**config.mk**
```make
export PLATFORM = sky130hd
export DESIGN_NAME = grid_arbiter_flat
export DESIGN_NICKNAME = d
export VERILOG_FILES = /design/src/rtl/grid_pkg.sv /design/src/rtl/grid_arbiter_if.sv /design/src/rtl/rr_pick.sv /design/src/rtl/grid_arbiter.sv /design/src/flat_wrapper.sv
export SDC_FILE = /design/constraint.sdc
export NUM_CORES = 1
export LEC_CHECK = 0
export BUFFER_PORTS_ARGS = -buffer_cell sky130_fd_sc_hd__buf_4
export CORE_MARGIN = 5
export CORE_UTILIZATION = 30
export DETAILED_ROUTE_END_ITERATION = 10
export GPL_TIMING_DRIVEN = 0
export PLACE_DENSITY = 0.64
export SLEW_MARGIN = 25
export SYNTH_ARGS = -nofsm -noshare
export SYNTH_HDL_FRONTEND = slang
export SYNTH_HIERARCHICAL = 1
export SYNTH_SLANG_ARGS = --single-unit
```
**constraint.sdc**
```tcl
create_clock -name clock -period 6.9 [get_ports clock]
set_clock_uncertainty 0.1 [all_clocks]
set_input_delay 2.07 -clock clock [delete_from_list [all_inputs] [get_ports clock]]
set_output_delay 2.07 -clock clock [all_outputs]
set_load 0.005 [all_outputs]
```
**src/rtl/grid_pkg.sv**
```systemverilog
// Shared types, grid geometry and packed-bus helpers for the grid arbiter.
// Cell codes, coordinate widths, arbiter state encoding.
package grid_pkg;

  typedef enum logic [2:0] {
    AIR   = 3'd0,
    WALL  = 3'd1,
    ENEMY = 3'd4
  } cell_e;

  localparam int GRID_W_DEF = 40;
  localparam int GRID_H_DEF = 30;
  localparam int X_W = 6;
  localparam int Y_W = 5;
  localparam int D_W = 3;

  typedef enum logic {
    IDLE,
    OWNED
  } arb_state_e;

  // LSB of slice idx in a packed bus of w-bit fields
  function automatic int lsb(input int idx, input int w);
    return idx * w;
  endfunction

endpackage

```
**src/rtl/grid_arbiter_if.sv**
```systemverilog
// Requester bundle plus grid RAM port of the arbiter.
// slave: arbiter side; master: requesters and RAM side.
interface grid_arbiter_if
  import grid_pkg::*;
#(
  parameter int N_REQ = 3
) ();

  logic [N_REQ-1:0]     req;
  logic [N_REQ-1:0]     gnt;
  logic [X_W*N_REQ-1:0] req_x;
  logic [Y_W*N_REQ-1:0] req_y;
  logic [N_REQ-1:0]     req_write;
  logic [D_W*N_REQ-1:0] req_wdata;
  logic [D_W-1:0]       rd_data;
  logic [N_REQ-1:0]     rd_valid;
  logic [X_W-1:0]       grid_x;
  logic [Y_W-1:0]       grid_y;
  logic                 grid_write;
  logic [D_W-1:0]       grid_in;
  logic [D_W-1:0]       grid_out;

  modport slave (
    input  req, req_x, req_y,
    input  req_write, req_wdata,
    input  grid_out,
    output gnt, rd_data, rd_valid,
    output grid_x, grid_y,
    output grid_write, grid_in
  );

  modport master (
    output req, req_x, req_y,
    output req_write, req_wdata,
    output grid_out,
    input  gnt, rd_data, rd_valid,
    input  grid_x, grid_y,
    input  grid_write, grid_in
  );

endinterface

```
**src/rtl/rr_pick.sv**
```systemverilog
// Round-robin search: first set req at or after ptr.
// Ports: req, ptr in; one-hot win and valid out.
module rr_pick #(
  parameter int N  = 3,
  parameter int PW = (N > 1) ? $clog2(N) : 1
) (
  input  logic [N-1:0]  req,
  input  logic [PW-1:0] ptr,
  output logic [N-1:0]  win,
  output logic          valid
);

  always_comb begin
    int idx;
    win   = '0;
    valid = 1'b0;
    idx   = 0;
    for (int k = 0; k < N; k++) begin
      idx = int'(ptr) + k;
      if (idx >= N) idx = idx - N;
      if (!valid && req[idx]) begin
        win[idx] = 1'b1;
        valid    = 1'b1;
      end
    end
  end

endmodule

```
**src/rtl/grid_arbiter.sv**
```systemverilog
// Round-robin owner of the single grid RAM port, with hold limit.
// Ports: clock, reset (async low), bus (requesters + RAM port).
module grid_arbiter
  import grid_pkg::*;
#(
  parameter int              N_REQ     = 3,
  parameter int              MAX_HOLD  = 0,
  parameter int              GRID_W    = GRID_W_DEF,
  parameter int              GRID_H    = GRID_H_DEF,
  parameter logic [D_W-1:0]  OOB_VALUE = WALL
) (
  input logic           clock,
  input logic           reset,
  grid_arbiter_if.slave bus
);

  localparam int PW = (N_REQ > 1) ? $clog2(N_REQ) : 1;
  localparam int HW = (MAX_HOLD > 1) ? $clog2(MAX_HOLD) : 1;
  localparam logic [HW-1:0] HOLD_TOP =
    HW'((MAX_HOLD > 0) ? MAX_HOLD - 1 : 0);

  arb_state_e       state_q, state_d;
  logic [N_REQ-1:0] gnt_q, gnt_d;
  logic [PW-1:0]    ptr_q, ptr_d;
  logic [HW-1:0]    hold_q, hold_d;
  logic [PW-1:0]    own_idx, nxt_ptr, pick_ptr;
  logic [N_REQ-1:0] win;
  logic             win_vld;
  logic             act, others, rel;
  logic [X_W-1:0]   x_own;
  logic [Y_W-1:0]   y_own;
  logic [D_W-1:0]   d_own;
  logic             wr, in_rng;
  logic [N_REQ-1:0] rdv_q;
  logic             oob_q;

  always_comb begin
    own_idx = '0;
    for (int i = 0; i < N_REQ; i++)
      if (gnt_q[i]) own_idx = PW'(i);
  end

  assign act    = |(gnt_q & bus.req);
  assign others = |(bus.req & ~gnt_q);
  assign rel    = !act ||
    ((MAX_HOLD != 0) && (hold_q == HOLD_TOP) && others);

  assign nxt_ptr  = (own_idx == PW'(N_REQ - 1)) ?
                    '0 : own_idx + 1'b1;
  // On release the search already starts past the old owner
  assign pick_ptr = (state_q == OWNED) ? nxt_ptr : ptr_q;

  rr_pick #(.N(N_REQ), .PW(PW)) u_pick (
    .req   (bus.req),
    .ptr   (pick_ptr),
    .win   (win),
    .valid (win_vld)
  );

  always_comb begin
    state_d = state_q;
    gnt_d   = gnt_q;
    ptr_d   = ptr_q;
    hold_d  = hold_q;
    unique case (state_q)
      IDLE: begin
        if (win_vld) begin
          gnt_d   = win;
          hold_d  = '0;
          state_d = OWNED;
        end
      end
      OWNED: begin
        if (rel) begin
          ptr_d   = nxt_ptr;
          gnt_d   = win;
          hold_d  = '0;
          state_d = win_vld ? OWNED : IDLE;
        end else if (others && hold_q != HOLD_TOP) begin
          hold_d = hold_q + 1'b1;
        end
      end
    endcase
  end

  always_ff @(posedge clock or negedge reset) begin
    if (!reset) begin
      state_q <= IDLE;
      gnt_q   <= '0;
      ptr_q   <= '0;
      hold_q  <= '0;
    end else begin
      state_q <= state_d;
      gnt_q   <= gnt_d;
      ptr_q   <= ptr_d;
      hold_q  <= hold_d;
    end
  end

  assign x_own  = bus.req_x[lsb(int'(own_idx), X_W) +: X_W];
  assign y_own  = bus.req_y[lsb(int'(own_idx), Y_W) +: Y_W];
  assign d_own  = bus.req_wdata[lsb(int'(own_idx), D_W) +: D_W];
  assign wr     = bus.req_write[own_idx];
  assign in_rng = (int'(x_own) < GRID_W) &&
                  (int'(y_own) < GRID_H);

  assign bus.gnt        = gnt_q;
  assign bus.grid_x     = act ? x_own : '0;
  assign bus.grid_y     = act ? y_own : '0;
  assign bus.grid_in    = act ? d_own : '0;
  assign bus.grid_write = act & wr & in_rng;

  always_ff @(posedge clock or negedge reset) begin
    if (!reset) begin
      rdv_q <= '0;
      oob_q <= 1'b0;
    end else begin
      rdv_q <= (act && !wr) ? gnt_q : '0;
      oob_q <= !in_rng;
    end
  end

  // RAM output is only meaningful behind a strobe
  assign bus.rd_valid = rdv_q;
  assign bus.rd_data  = !(|rdv_q) ? '0 :
                        oob_q ? OOB_VALUE : bus.grid_out;

endmodule

```
**src/flat_wrapper.sv**
```systemverilog
// flat-port wrapper written by rule: the top's interface ports become plain ports
module grid_arbiter_flat import grid_pkg::*;
#(
  parameter int              N_REQ     = 3,
  parameter int              MAX_HOLD  = 0,
  parameter int              GRID_W    = GRID_W_DEF,
  parameter int              GRID_H    = GRID_H_DEF,
  parameter logic [D_W-1:0]  OOB_VALUE = WALL
)
  (clock, reset, bus_req, bus_req_x, bus_req_y, bus_req_write, bus_req_wdata, bus_grid_out, bus_gnt, bus_rd_data, bus_rd_valid, bus_grid_x, bus_grid_y, bus_grid_write, bus_grid_in);
  grid_arbiter_if #(.N_REQ(N_REQ)) bus_i ();
  input logic clock;
  input logic reset;
  input wire logic [$bits(bus_i.req)-1:0] bus_req;
  input wire logic [$bits(bus_i.req_x)-1:0] bus_req_x;
  input wire logic [$bits(bus_i.req_y)-1:0] bus_req_y;
  input wire logic [$bits(bus_i.req_write)-1:0] bus_req_write;
  input wire logic [$bits(bus_i.req_wdata)-1:0] bus_req_wdata;
  input wire logic [$bits(bus_i.grid_out)-1:0] bus_grid_out;
  output wire logic [$bits(bus_i.gnt)-1:0] bus_gnt;
  output wire logic [$bits(bus_i.rd_data)-1:0] bus_rd_data;
  output wire logic [$bits(bus_i.rd_valid)-1:0] bus_rd_valid;
  output wire logic [$bits(bus_i.grid_x)-1:0] bus_grid_x;
  output wire logic [$bits(bus_i.grid_y)-1:0] bus_grid_y;
  output wire logic [$bits(bus_i.grid_write)-1:0] bus_grid_write;
  output wire logic [$bits(bus_i.grid_in)-1:0] bus_grid_in;
  assign bus_i.req = bus_req;
  assign bus_i.req_x = bus_req_x;
  assign bus_i.req_y = bus_req_y;
  assign bus_i.req_write = bus_req_write;
  assign bus_i.req_wdata = bus_req_wdata;
  assign bus_i.grid_out = bus_grid_out;
  assign bus_gnt = bus_i.gnt;
  assign bus_rd_data = bus_i.rd_data;
  assign bus_rd_valid = bus_i.rd_valid;
  assign bus_grid_x = bus_i.grid_x;
  assign bus_grid_y = bus_i.grid_y;
  assign bus_grid_write = bus_i.grid_write;
  assign bus_grid_in = bus_i.grid_in;
  grid_arbiter #(.N_REQ(N_REQ), .MAX_HOLD(MAX_HOLD), .GRID_W(GRID_W), .GRID_H(GRID_H), .OOB_VALUE(OOB_VALUE)) u_core (.clock(clock), .reset(reset), .bus(bus_i));
endmodule
```
==> qor.yml <==
power_and_ir_drop:
  swShare_pct: 41.6
  power_uw: 756
  p_int_uw: 441
  peakVddDrop_mv: 0.221
  leakage_uw: 0.000937
  pwr_density_cell_nw_per_um2: 405
  p_clk_share_pct: 9.7
  p_switching_uw: 315
  seq_power_share_pct: 12.8
  power_frac_comb_pct: 77.5
yosys:
  synthSimpleGateAreaFrac_pct: 20.9
  synth_seq_cells: 10
  syn_area_per_cell_sq_um: 8.50
  synthAdderAreaFrac_pct: 4.24
  synth_top_family_by_area: "multiplexers"
  muxShareOfSynthArea_pct: 30.4
  syn_inst: 139
  synth_cell_types: 38
  yosysWarnings: 6
  syn_area_sq_um: 1180
  synthXorXnorAreaFrac_pct: 0
  syn_nets: 196
  synth_compound_area_share_pct: 16.4
  ys_seq_area_share_pct: 21.2
clocking:
  clockRootBuffer: "clkbuf_8"
  cts_tree: "done"
  cts_buffers: 3
  ctsHoldBuffers: 0
  clock_path_buffers: 2
  htreeDepth: 1
  postCtsSetupBuffers: 0
  ctsResizeCount: 0
  cts.sinks: 10
  clock_latency_ns: 0.24
  cts.clk_slew.worst_paths_ns: 0.05
status:
  status: "complete, no violations"
global_route:
  grt_pass1_wl_um: 5430
  grt_remaining_overflow: 0
  grt_max_degree: 11
  grt_pass1_vias: 1146
  antenna_found_initial: 0
  grt.total_usage_pct: 12.9
detailed_routing:
  met2_length_um: 1800
  routedWlPerCell_um: 13.2
  wirelength_um: 3540
  routed-via-count: 1237
  drt-initial-drc-count: 20
  ant_nets: 0
  first_pass_iters: 4
  drc: 0
  dr_wl_met3_um: 341
  vias_per_cell: 4.63
  wl_met1_um: 1370
  dr.max_layer_used: "met4"
cells_and_area:
  mostFrequentLayoutCells: "buf_4, nor2_1, mux2i_1"
  layout_commonest_cell: "buf_4"
  antenna_cells: 0
  final_area_sq_um: 1870
  layout-drive-gt1-share_pct: 47.9
  fillers: 393
  area_growth_pct: 58.1
  layoutNonFillerInstCount: 267
  seq_area_sq_um: 250
  final_nets: 277
  multiInputGateArea_sq_um: 850
setup_path:
  crit_path_end_kind: "output pin"
  slowest_delay_ns: 0.36
  crit_type: "in -> out"
  start_kind: "input pin"
  critPathMaxFanout: 10
  cp.arrival_ns: 3.39
  cp.required_ns: 4.73
  path_cells: "buf_4 -> a222oi_1 -> buf_4 -> clkbuf_1 -> nor2_1 -> buf_4"
  path_common_cell: "buf_4"
  slowest_stage: "clkbuf_1"
floorplan:
  initial_core_util_pct: 31.6
  fp.coreArea_sq_um: 3740
  die_height_um: 72.7
  die_x_um: 72.7
  dieArea_sq_um: 5290
  num_rows: 22
  io_pins: 77
sta:
  finalSetupTns_ns: 0
  relSlewSlack_pct: 67.9
  period_minus_slack_ns: 5.56
  slew_viol_final: 0
  grt_setup_unrepaired: "false"
  hold_viol: 0
  finalSetupViolations: 0
  worst_slew_pin_slew_ns: 0.482
  period_share_pct: 80.5
  holdWs_ns: 0.403
  max_freq_mhz: 180
placement:
  hpwlAfterDp_um: 2900
  io_buffers: 76
  dpl.cell_count: 263
  place_area_sq_um: 1810
  place_congestion: 0.812
job:
  cap_violations: 0
worst_hold_path:
  min-delay-path-class: "reg -> reg"
[layout make-up]
class | instances | area share (%)
Multi-Input combinational cell | 115 | 45.5
Inverter | 5 | 1.01
Sequential cell | 10 | 13.4
Buffer | 9 | 3.35
Tap cell | 48 | 3.22
Clock buffer | 4 | 2.95
Timing Repair Buffer | 76 | 30.6
[critical path: cells and delay by family]
kind / cells / cell delay [ns]
simple gates: 1 / 0.10
buf+inv: 4 / 0.88
compound gates: 1 / 0.33
[cells in the mapped netlist]
master / n / area [sq um]
a211o_1: 1 / 8.76
a21boi_0: 1 / 7.51
a21boi_1: 1 / 7.51
a21boi_4: 1 / 18.8
a21oi_1: 10 / 50.1
a222oi_1: 1 / 10.0
a2bb2oi_2: 1 / 15.0
a31oi_1: 2 / 12.5
and2_1: 5 / 31.3
and4_1: 1 / 8.76
buf_2: 2 / 10.0
buf_4: 1 / 7.51
buf_6: 3 / 33.8
clkbuf_1: 3 / 11.3
dfrtp_1: 10 / 250
ha_1: 4 / 50.1
inv_1: 4 / 15.0
inv_2: 1 / 3.75
mux2_2: 11 / 124
mux2_4: 3 / 45.0
mux2i_1: 19 / 190
nand2_1: 2 / 7.51
nand2_4: 1 / 11.3
nand2b_1: 3 / 18.8
nand3_1: 1 / 5.00
nand4b_1: 1 / 8.76
nor2_1: 30 / 113
nor2b_1: 2 / 12.5
nor3_1: 2 / 10.0
nor3b_1: 1 / 7.51
nor4_1: 1 / 6.26
o211a_1: 1 / 10.0
o21ai_0: 1 / 5.00
o21ai_1: 3 / 15.0
o21bai_1: 2 / 15.0
o22ai_1: 1 / 6.26
o22ai_2: 1 / 12.5
or2_1: 1 / 6.26
[layer usage]
layer / global-route usage (%) / vias up
met2: 21.8 / 42
met5: 0 / -
met1: 15.7 / 544
li1: - / 648
met4: 3.07 / 0
met3: 4.55 / 3
[through the flow]
step / utilization [%] / setup slack (ns)
after detailed placement: 48.4 / 1.31
after floorplan: - / 1.81
after global routing: 49.9 / 1.20
after global placement: 48.4 / 1.32
after CTS: 49.9 / 1.32
final: 49.9 / 1.34
[path summary, 6_finish.rpt]
check / startpoint / to / slack [ns] / depth (start not counted)
worst max-delay path: bus_req[0] / bus_grid_in[0] / 1.34 / 6
worst min-delay path: u_core/ptr_q[0]$_DFFE_PN0P_ / u_core/ptr_q[0]$_DFFE_PN0P_ / 0.40 / 1
worst max register to register: u_core/bus.gnt[1]$_DFFE_PN0P_ / u_core/bus.gnt[0]$_DFFE_PN0P_ / 3.65 / 11
worst min register to register: u_core/ptr_q[0]$_DFFE_PN0P_ / u_core/ptr_q[0]$_DFFE_PN0P_ / 0.40 / 1
max in group asynchronous: reset / u_core/bus.gnt[0]$_DFFE_PN0P_ / 5.01 / 1
min in group asynchronous: reset / u_core/ptr_q[0]$_DFFE_PN0P_ / 1.54 / 1
[registers in the layout (all words and copies together) (netlist names)]
| signal | count |
|---|---|
| u_core/oob_q | 1 |
| u_core/bus.gnt | 3 |
| u_core/state_q | 1 |
| u_core/bus.rd_valid | 3 |
| u_core/ptr_q | 2 |
[power by group through the flow]
stage	sequential (uW)	combinational (uW)	clock (uW)
floorplan	95.0	419	0
global placement	96.8	586	0
detailed placement	97.7	589	0
CTS	96.8	590	75.5
global route	99.3	649	79.2
finish	96.4	586	73.6
[cells by family (layout without fill, tap and decap cells)]
kind of cell / after synthesis / in the layout
flip-flops: 10 / 10
adder cells (fa/ha/maj): 4 / 4
buffers and inverters: 14 / 94
AO/OA/AOI/OAI: 27 / 27
multiplexers: 33 / 33
AND/OR/NAND/NOR: 51 / 51
Note: power is estimated with default switching activity, not from simulation.
